File: src/rtl/bcd_mod_counter_pkg.sv
// Shared constants, request decode type and a constant bin->BCD helper for the BCD counter.
package bcd_mod_counter_pkg;

  localparam int unsigned BCD_DIGIT_W = 4;
  localparam logic [3:0]  BCD_MAX     = 4'd9;
  localparam logic [3:0]  BCD_MIN     = 4'd0;
  localparam int unsigned MAX_DIGITS  = 8;

  // Winning request on a clock edge after priority resolution (clr > load > en)
  typedef enum logic [1:0] {
    OP_HOLD  = 2'd0,
    OP_CLEAR = 2'd1,
    OP_LOAD  = 2'd2,
    OP_STEP  = 2'd3
  } op_e;

  // Double-dabble for elaboration-time constants; returns up to MAX_DIGITS packed digits
  function automatic logic [31:0] bin_to_bcd32(input logic [31:0] bin);
    logic [63:0] sh;
    sh = {32'd0, bin};
    for (int unsigned i = 0; i < 32; i++) begin
      for (int unsigned d = 0; d < MAX_DIGITS; d++) begin
        if (sh[32 + 4*d +: 4] >= 4'd5) sh[32 + 4*d +: 4] = sh[32 + 4*d +: 4] + 4'd3;
      end
      sh = sh << 1;
    end
    return sh[63:32];
  endfunction

endpackage

File: src/rtl/bcd_mod_counter_digit.sv
// One decade cell: holds a single BCD digit, steps up/down with 9<->0 rollover, or is set directly.
module bcd_digit
  import bcd_mod_counter_pkg::*;
(
  input  logic                   clk,
  input  logic                   rst,
  input  logic                   step,
  input  logic                   dir,
  input  logic                   set,
  input  logic [BCD_DIGIT_W-1:0] set_val,
  output logic [BCD_DIGIT_W-1:0] digit,
  output logic                   is_max,
  output logic                   is_min
);

  logic [BCD_DIGIT_W-1:0] digit_q;
  logic [BCD_DIGIT_W-1:0] digit_d;

  // Next digit: set wins over step; step rolls over within 0..9
  always_comb begin
    digit_d = digit_q;
    if (set) begin
      digit_d = set_val;
    end else if (step) begin
      if (dir) digit_d = (digit_q == BCD_MAX) ? BCD_MIN : digit_q + 4'd1;
      else     digit_d = (digit_q == BCD_MIN) ? BCD_MAX : digit_q - 4'd1;
    end
  end

  // Digit register, async active-low reset
  always_ff @(posedge clk or negedge rst) begin
    if (!rst) digit_q <= BCD_MIN;
    else      digit_q <= digit_d;
  end

  assign digit  = digit_q;
  assign is_max = (digit_q == BCD_MAX);
  assign is_min = (digit_q == BCD_MIN);

endmodule

File: src/rtl/bcd_mod_counter.sv
// Modulo-N up/down counter kept both as binary and as packed BCD digits, with wrap/load_err pulses.
module bcd_mod_counter
  import bcd_mod_counter_pkg::*;
#(
  parameter int unsigned DIGITS  = 3,
  parameter int unsigned MODULUS = 1000,
  parameter int unsigned BW      = 32
) (
  input  logic                  clk,
  input  logic                  rst,
  input  logic                  clr,
  input  logic                  load,
  input  logic [BW-1:0]         load_val,
  input  logic                  en,
  input  logic                  up_dn,
  output logic [BW-1:0]         count,
  output logic [4*DIGITS-1:0]   bcd,
  output logic                  wrap,
  output logic                  load_err
);

  localparam int unsigned     BCD_W        = BCD_DIGIT_W * DIGITS;
  localparam logic [BW-1:0]   MOD_VAL      = BW'(MODULUS);
  localparam logic [BW-1:0]   MOD_M1       = BW'(MODULUS - 1);
  localparam logic [31:0]     MOD_M1_BCD32 = bin_to_bcd32(32'(MODULUS - 1));
  localparam logic [BCD_W-1:0] MOD_M1_BCD  = MOD_M1_BCD32[BCD_W-1:0];

  logic [BW-1:0]       count_q, count_d;
  logic                wrap_q, wrap_d;
  logic                lerr_q, lerr_d;

  op_e                 op;
  logic                at_max, at_min, over;
  logic                set_all, step_all;
  logic [BCD_W-1:0]    set_bcd;
  logic [BW-1:0]       conv_in;
  logic [BCD_W+BW-1:0] dd;
  logic [BCD_W-1:0]    ld_bcd;
  logic [DIGITS-1:0]   carry;
  logic [DIGITS-1:0]   is_max, is_min;
  logic [BCD_W-1:0]    digits;
  logic                unused_top_flags;

  assign at_max = (count_q == MOD_M1);
  assign at_min = (count_q == '0);
  assign over   = (load_val >= MOD_VAL);

  // Resolve the request priority for this edge
  always_comb begin
    op = OP_HOLD;
    if      (clr)  op = OP_CLEAR;
    else if (load) op = OP_LOAD;
    else if (en)   op = OP_STEP;
  end

  // Double-dabble of the (clamped) load value so the digits update on the same edge as count
  always_comb begin
    conv_in = over ? MOD_M1 : load_val;
    dd      = {{BCD_W{1'b0}}, conv_in};
    for (int unsigned i = 0; i < BW; i++) begin
      for (int unsigned d = 0; d < DIGITS; d++) begin
        if (dd[BW + 4*d +: 4] >= 4'd5) dd[BW + 4*d +: 4] = dd[BW + 4*d +: 4] + 4'd3;
      end
      dd = dd << 1;
    end
    ld_bcd = dd[BW +: BCD_W];
  end

  // Binary next-state and digit controls; modulus rollover forces digits via set, plain steps ripple
  always_comb begin
    count_d  = count_q;
    wrap_d   = 1'b0;
    lerr_d   = 1'b0;
    set_all  = 1'b0;
    step_all = 1'b0;
    set_bcd  = '0;
    case (op)
      OP_CLEAR: begin
        count_d = '0;
        set_all = 1'b1;
      end
      OP_LOAD: begin
        set_all = 1'b1;
        set_bcd = ld_bcd;
        if (over) begin
          count_d = MOD_M1;
          lerr_d  = 1'b1;
        end else begin
          count_d = load_val;
        end
      end
      OP_STEP: begin
        if (up_dn) begin
          if (at_max) begin
            count_d = '0;
            set_all = 1'b1;
            wrap_d  = 1'b1;
          end else begin
            count_d  = count_q + BW'(1);
            step_all = 1'b1;
          end
        end else begin
          if (at_min) begin
            count_d = MOD_M1;
            set_all = 1'b1;
            set_bcd = MOD_M1_BCD;
            wrap_d  = 1'b1;
          end else begin
            count_d  = count_q - BW'(1);
            step_all = 1'b1;
          end
        end
      end
      default: ;
    endcase
  end

  // Carry into digit i: every lower digit sits at its rollover value for the current direction
  always_comb begin
    carry    = '0;
    carry[0] = 1'b1;
    for (int unsigned i = 1; i < DIGITS; i++) begin
      carry[i] = carry[i-1] & (up_dn ? is_max[i-1] : is_min[i-1]);
    end
  end

  // The top digit's flags have no higher digit to feed
  assign unused_top_flags = is_max[DIGITS-1] ^ is_min[DIGITS-1];

  for (genvar g = 0; g < DIGITS; g++) begin : g_digit
    bcd_digit u_digit (
      .clk     (clk),
      .rst     (rst),
      .step    (step_all & carry[g]),
      .dir     (up_dn),
      .set     (set_all),
      .set_val (set_bcd[BCD_DIGIT_W*g +: BCD_DIGIT_W]),
      .digit   (digits[BCD_DIGIT_W*g +: BCD_DIGIT_W]),
      .is_max  (is_max[g]),
      .is_min  (is_min[g])
    );
  end

  // Binary count and pulse registers, async active-low reset
  always_ff @(posedge clk or negedge rst) begin
    if (!rst) begin
      count_q <= '0;
      wrap_q  <= 1'b0;
      lerr_q  <= 1'b0;
    end else begin
      count_q <= count_d;
      wrap_q  <= wrap_d;
      lerr_q  <= lerr_d;
    end
  end

  assign count    = count_q;
  assign bcd      = digits;
  assign wrap     = wrap_q;
  assign load_err = lerr_q;

endmodule
File: config.mk
export PLATFORM = sky130hd
export DESIGN_NAME = bcd_mod_counter
export DESIGN_NICKNAME = d
export VERILOG_FILES = /design/src/rtl/bcd_mod_counter_pkg.sv /design/src/rtl/bcd_mod_counter_digit.sv /design/src/rtl/bcd_mod_counter.sv
export SDC_FILE = /design/constraint.sdc
export NUM_CORES = 1
export LEC_CHECK = 0
export ABC_AREA = 1
export ABC_CLOCK_PERIOD_IN_PS = 9250
export CORE_MARGIN = 2
export CORE_UTILIZATION = 24
export DETAILED_ROUTE_END_ITERATION = 10
export SLEW_MARGIN = 20
export SYNTH_ARGS = -nofsm -noshare
export SYNTH_HDL_FRONTEND = slang
export SYNTH_SLANG_ARGS = --single-unit
File: constraint.sdc
create_clock -name clk -period 9.25 [get_ports clk]
set_clock_uncertainty 0.2 [all_clocks]
set_input_delay 2.775 -clock clk [delete_from_list [all_inputs] [get_ports clk]]
set_output_delay 2.775 -clock clk [all_outputs]
set_load 0.05 [all_outputs]
; Word level (Yosys, flattened, before mapping)
; Index checks and enable logic that the tools add are counted.
[word_totals]
register_bits = 46
inputBits = 38
out_inout_bits = 46
wordCells = 343
[classes]
n_addsub = 98
magnitude_cmp = 91
eq_ne = 7
n_mux = 129
n_bitwise = 3
reduce_logical = 9
[op_table]
columns = op, count
row1 = $ge A4 B3 Y1 const B, 87
row2 = $mux W4, 74
row3 = $add A4 B2 Y4 const B, 59
row4 = $mux W32, 4
row5 = $pmux W32 S3, 1
row6 = $mux W3, 31
row7 = $add A3 B2 Y3 const B, 28
row8 = $add A32 B1 Y32 const B, 1
row9 = $eq A32 B10 Y1 const B, 1
row10 = $ge A32 B10 Y1 const B, 1
row11 = $logic_not A32 Y1, 1
row12 = $sub A32 B1 Y32 const B, 1
row13 = $mux W12, 2
row14 = $pmux W12 S2, 1
row15 = $add A4 B1 Y4 const B, 3
row16 = $eq A4 B4 Y1 const B, 3
row17 = $logic_not A4 Y1, 3
row18 = $mux W1, 12
row19 = $sub A4 B1 Y4 const B, 3
row20 = $add A1 B2 Y3 const AB, 2
row21 = $ge A1 B3 Y1 const AB, 2
row22 = $mux W2, 3
row23 = $reduce_bool A2 Y1, 3
row24 = $eq A2 B2 Y1 const B, 2
row25 = other kinds (7), 9

; Longest topological paths before layout
[depth]
depth_word = 66
depth_mapped = 200
depth_no_buf = 200

; By module
; Synthesis repeated with hierarchy kept, for this count alone.
[unflattened]
hier_cells = 1858
area_unflattened_um2 = 10761.6
[modules_own_cells]
columns = module, instances, cells_each, area_per_inst_um2, seq_area_each_um2
row1 = bcd_mod_counter, 1, 1678, 9703.1, 850.8
row2 = bcd_digit, 3, 60, 352.8, 100.1

; Worst setup path after synthesis
; Ideal clock, no wire load.
[synth_path]
path_kind = input to register
from = in load_val[12]
to = reg g_digit[1].u_digit.digit_q[0]
setup_time_ns = 0.118
arrival_time_ns = 7.782
t_required_ns = 8.932
slack_ns = 1.150
cell_stages = 42
path_buffers = 0
cell_sequence = nor4_1 nand4_1 nor2_1 clkinv_1 nor2_1 inv_1 xor2_1 nand2_1 nand2_1 inv_2 nand2_2 nand3_2 xor2_1 nand2_1 a21oi_2 nand2_2 xor2_1 ha_1 [6 not listed] xor2_1 nand2_1 nand2_2 nand2_4 xor2_2 nand2_1 a21oi_2 nand2_1 nand2_1 and2_4 ha_1 inv_1 o21ai_2 nand2_2 nand4_1 nand2_1 nand2_1 nand2_1
[synth_via]
elab_chain_cells = 66
elab_cells_between_ends = 97
classes_between = 31 x add/sub / 32 x order compare / 34 x mux
[synth_rtl]
columns = item, line_no
row1 = start: declaration, bcd_mod_counter.sv:13  ; input logic [BW-1:0] load_val,
row2 = $ge A32 B10 Y1, bcd_mod_counter.sv:46  ; assign over = (load_val >= MOD_VAL);
row3 = $mux W32 (*), bcd_mod_counter.sv:58  ; conv_in = over ? MOD_M1 : load_val;
row4 = $ge A1 B3 Y1 / $add A1 B2 Y3 (equally long branches), bcd_mod_counter.sv:62  ; if (dd[BW + 4*d +: 4] >= 4'd5) dd[BW + 4*d +: 4] = dd[BW + 4*d +: 4] + 4'd3;
row5 = $mux W3, bcd_mod_counter.sv:62
row6 = $add A4 B2 Y4 / $ge A4 B3 Y1 (equally long branches), bcd_mod_counter.sv:62
row7 = $mux W4, bcd_mod_counter.sv:62
row8 = $add A4 B2 Y4 / $ge A4 B3 Y1 (equally long branches), bcd_mod_counter.sv:62
row9 = $mux W4, bcd_mod_counter.sv:62
row10 = [50 not listed], n/a
row11 = $add A4 B2 Y4 / $ge A4 B3 Y1 (equally long branches), bcd_mod_counter.sv:62
row12 = $mux W4, bcd_mod_counter.sv:62
row13 = $add A4 B2 Y4 / $ge A4 B3 Y1 (equally long branches), bcd_mod_counter.sv:62
row14 = $mux W4, bcd_mod_counter.sv:62
row15 = $add A4 B2 Y4 / $ge A4 B3 Y1 (equally long branches), bcd_mod_counter.sv:62
row16 = $mux W4 (*), bcd_mod_counter.sv:62
row17 = $pmux W12 S2 (*), bcd_mod_counter.sv:77  ; case (op)
row18 = $mux W4 (*), bcd_mod_counter_digit.sv:22  ; if (set) begin
row19 = end signal: assignment, bcd_mod_counter_digit.sv:33  ; else digit_q <= digit_d;
row20 = end: declaration, bcd_mod_counter_digit.sv:16  ; logic [BCD_DIGIT_W-1:0] digit_q;
; Every way passes the cells marked *; elsewhere a longest branch is shown, timed or not.
; A chain may end at the register's enable or synchronous reset.

; Worst setup path after layout
; Ends and elaborated chain as after synthesis.

==> results by stage <==
Run status:
- The run finished with clean final reports.

Synthesis:
- The number of standard cells after synthesis is 1,856.
- A synthesized cell averages 5.77 um^2.
- Summing the areas of all fa, ha and maj instances in the mapped netlist gives 8.89% of the synthesized area.
- The number of enable-type register cells in the synthesized netlist is 0.
- For this run, the number of Yosys warnings is 0.
- The synthesized design contains 46 register bits.
- The synthesized netlist devotes 4.44% of its cell area to XOR and XNOR gates.
- The most used flip-flop cell after synthesis is dfrtp_1.
- The portion of netlist area occupied by mux cells is 1.05%.
- The commonest cells after synthesis are 474 x nand2_1, 284 x inv_1, 161 x nor2_1.
- The most common cell in the synthesized netlist is nand2_1.
- The post-synthesis cell type count is 65.
- The share of the yosys chip area belonging to registers is 10.8%.
- The synthesized netlist devotes 46.1% of its cell area to simple gates.
- After synthesis, the largest area contributor takes up 16.6% of total cell area.
- The main combinational cell family by area after synthesis is simple AND/OR/NAND/NOR gates.
- The compound-cell area share of the yosys netlist is 16.2%.
- The async set or reset register ratio after synthesis is 100%.
- Summing every instance area after synthesis gives 10,700 um^2.
- The leading area contributor after synthesis is nand2_1.
- In the post-synthesis netlist, the biggest area contributors are nand2_1 17%, dfrtp_1 11%, inv_1 10%.

Cells and area:
- The repair_antennas step left the layout with diodes totalling 0.
- Of the cells placed in the final design, the portion with a size suffix greater than 1 is 13.5%.
- After the last flow step, the layout net total stands at 2,056.
- Relative to the synthesized area, the layout overhead comes to 16.7%.

Worst setup path:
- By startpoint and endpoint, the worst setup path is classified as input port to flip-flop.
- The critical path contains buffers and inverters numbering 6 combined.
- The most critical setup path has its startpoint at load_val[12].
- Measured in cells, the most critical reg-to-reg path has a length of 19.
- The cell with the largest stage delay on the worst path is clkdlybuf4s50_1.
- In this run the number of cells on the critical path is 44.
- The element type at the critical path end is a flip-flop.
- The endpoint of the worst-slack reg-to-reg timing path is g_digit[2].u_digit.digit[1].
- The launch point of the worst reg-to-reg path is count[17].
- At the worst endpoint, the required time is 9.24 ns.
- Across all register-to-register paths, the minimum setup slack is 4.03 ns.
- Along the worst path, the maximum fanout reaches 5.
- The worst endpoint data arrival time is 8.72 ns.
- The family with the most delay on the worst path is simple AND/OR/NAND/NOR gates.
- The most critical setup path has its endpoint at g_digit[1].u_digit.digit[0].
- The delay of the slowest cell on the worst path is 0.40 ns.
- The startpoint class of the critical path is an input port.
- The most frequent cell on the critical path is nand2_1.

Global route:
- The initial antenna violation count was 0.
- The number of global-route vias before repair came to 10,800.
- The total overflow left after global routing is 0.
- In the global route stage, overall resource usage came out at 11.7%.
- The first global-routing pass estimated 47,700 um of wire.
- The pin count of the biggest net entering global routing is 47.

CTS:
- The clock drives 46 sinks.
- No sink is reached through more buffers than the 2 on the longest clock path.
- The clock latency of the later-clocked register in the worst-skew pair is 0.30 ns.
- The post-CTS clock slew at the launch and capture registers of the worst setup and hold paths is 0.07 ns.
- The CTS tree is done.
- The number of CTS-inserted buffers is 5.
- The tree is rooted in a clkbuf_16.
- The depth of the CTS H-tree is 2.

Drt:
- The total via count after detailed routing is 11,600.
- Dividing the detail-routed via count by the number of cells gives 4.58.
- The final antenna-violating net count is 0.
- The number of detailed-route iterations in the first pass is 6.
- After detailed routing, the average wire length per cell comes to 10.9 um.
- After the first detailed-routing iteration, the DRC count stood at 821.
- The total wire length is 27,600 um.
- After detailed routing, the number of remaining DRC violations is 0.

Placed design:
- Timing analysis after detailed placement gives a worst setup slack of -0.0954 ns.
- At the end of routability-driven placement, the weighted congestion stood at 0.902.
- Port buffering added 83 buffers.
- The detailed-placement wirelength estimate is 22,300 um.

Floorplan:
- From left edge to right edge, the die measures 215 um.
- 84 I/O pins were placed.
- The placeable core region is 44,100 um^2.
- The area of the die is 46,300 um^2.
- The die is 215 um tall.
- The initialized floorplan defines 77 standard-cell rows.
- The initial core utilization is 24.2%.

Timing:
- The portion of the clock cycle consumed by the worst path in the final layout is 94.4%.
- Setup repair after global routing could not meet its margin everywhere.
- The final period demand of the worst path is 8.73 ns.
- The number of hold violations in the final report is 0.
- The highest clock frequency the design can meet is 0.115 GHz.
- Setup violations remaining at the end of the flow were counted as 0.
- The number of pins with negative max-slew slack in the final report was 0.
- In this run the tightest slew margin relative to its limit is 34.5%.
- Across all setup checks in the final design, the least slack found is 0.517 ns.
- The worst-margin pin slew is 0.983 ns.

Min path:
- The startpoint identified for the worst hold timing path is g_digit[2].u_digit.digit[3].
- The class of the tightest hold or removal check is flip-flop to flip-flop.

Run:
- Max-cap violations in this run came to 0.
-- worst register-to-register path, delay by kind of cell (launching register included) --
kind	cells	cell delay, ns
and+or+nand+nor	7	1.50
DFF	1	0.52
buffers and inverters	8	1.46
AOI/OAI and AO/OA	4	1.44
-- worst min-delay path by stage --
stage / endpoint / depth (start not counted)
6_report: g_digit[2].u_digit.digit[3] / 2
5_1_grt: g_digit[2].u_digit.digit[3] / 2
3_5_place_dp: g_digit[2].u_digit.digit[3] / 2
3_3_place_gp: g_digit[2].u_digit.digit[3] / 2
4_1_cts: g_digit[2].u_digit.digit[3] / 2
2_1_floorplan: g_digit[2].u_digit.digit[3] / 2
-- kinds of logic after synthesis --
family,Yosys count
flops,46
mux,10
buf+inv,349
compound gates,281
fa+ha+maj,76
xor+xnor,50
simple gates,1042
other cells,2
-- metal layers --
| layer | global-route usage, % | wire, um | vias to the layer above |
|---|---|---|---|
| met5 | 0 | 0 | - |
| met4 | 2.94 | 536 | 0 |
| met3 | 1.12 | 1130 | 31 |
| met2 | 20.9 | 12900 | 212 |
| met1 | 15.2 | 13000 | 5182 |
| li1 | - | - | 6189 |
-- area by class of cell --
cell class | count | area (um^2)
multi-input cells | 1477 | 8360
inverters | 324 | 1220
flip-flops and latches | 46 | 1150
clock inverters | 3 | 21.3
well taps | 592 | 741
clock buffers | 5 | 125
repair buffers | 88 | 863
fillers | 4891 | 31600
-- layout by cell type, fill, tap and decap left out, types with 7 or more instances in the layout --
cell and count:
a31oi_1 7, o21ai_1 34, a21oi_2 9, o211ai_1 9, nor2_2 7, a21o_1 9, nand2_2 91, xor2_2 9
dfrtp_1 46, o21ai_0 96, conb_1 18, xor2_1 35, o21ai_2 21, nor2_1 157, nor3_1 28, ha_1 76
nand4_1 59, inv_1 282, inv_2 31, nand3_1 140, nand2_4 16, and2_1 8, nand2_1 474, a21oi_1 58
clkdlybuf4s50_1 82, nor4_1 16, nand3_2 25
-- repair_timing --
action	CTS	global route
endpoints found under the setup margin	0	10
resized for setup	0	14
hold buffers	0	0
setup buffers	0	1
-- stage by stage --
step	hold WS [ns]	std cells	instance area, um^2	TNS (ns)	utilization [%]
after detailed placement	0.353	2526	12200	-0.282	27.8
final	0.387	2535	12500	0	28.3
after global placement	0.348	2526	12200	0	27.8
after global routing	0.422	2535	12500	-0.109	28.3
after CTS	0.371	2534	12400	0	28.1
after floorplan	0.584	1872	10800	0	-
-- flip-flops by register name, summed over array words and instances, names as in the netlist --
name / cells
load_err: 1
g_digit.u_digit.digit: 12
count: 32
wrap: 1
Power is left out: the tool's default activity adds up to more than one toggle a clock period on the data nets, which glitch-free logic cannot reach.
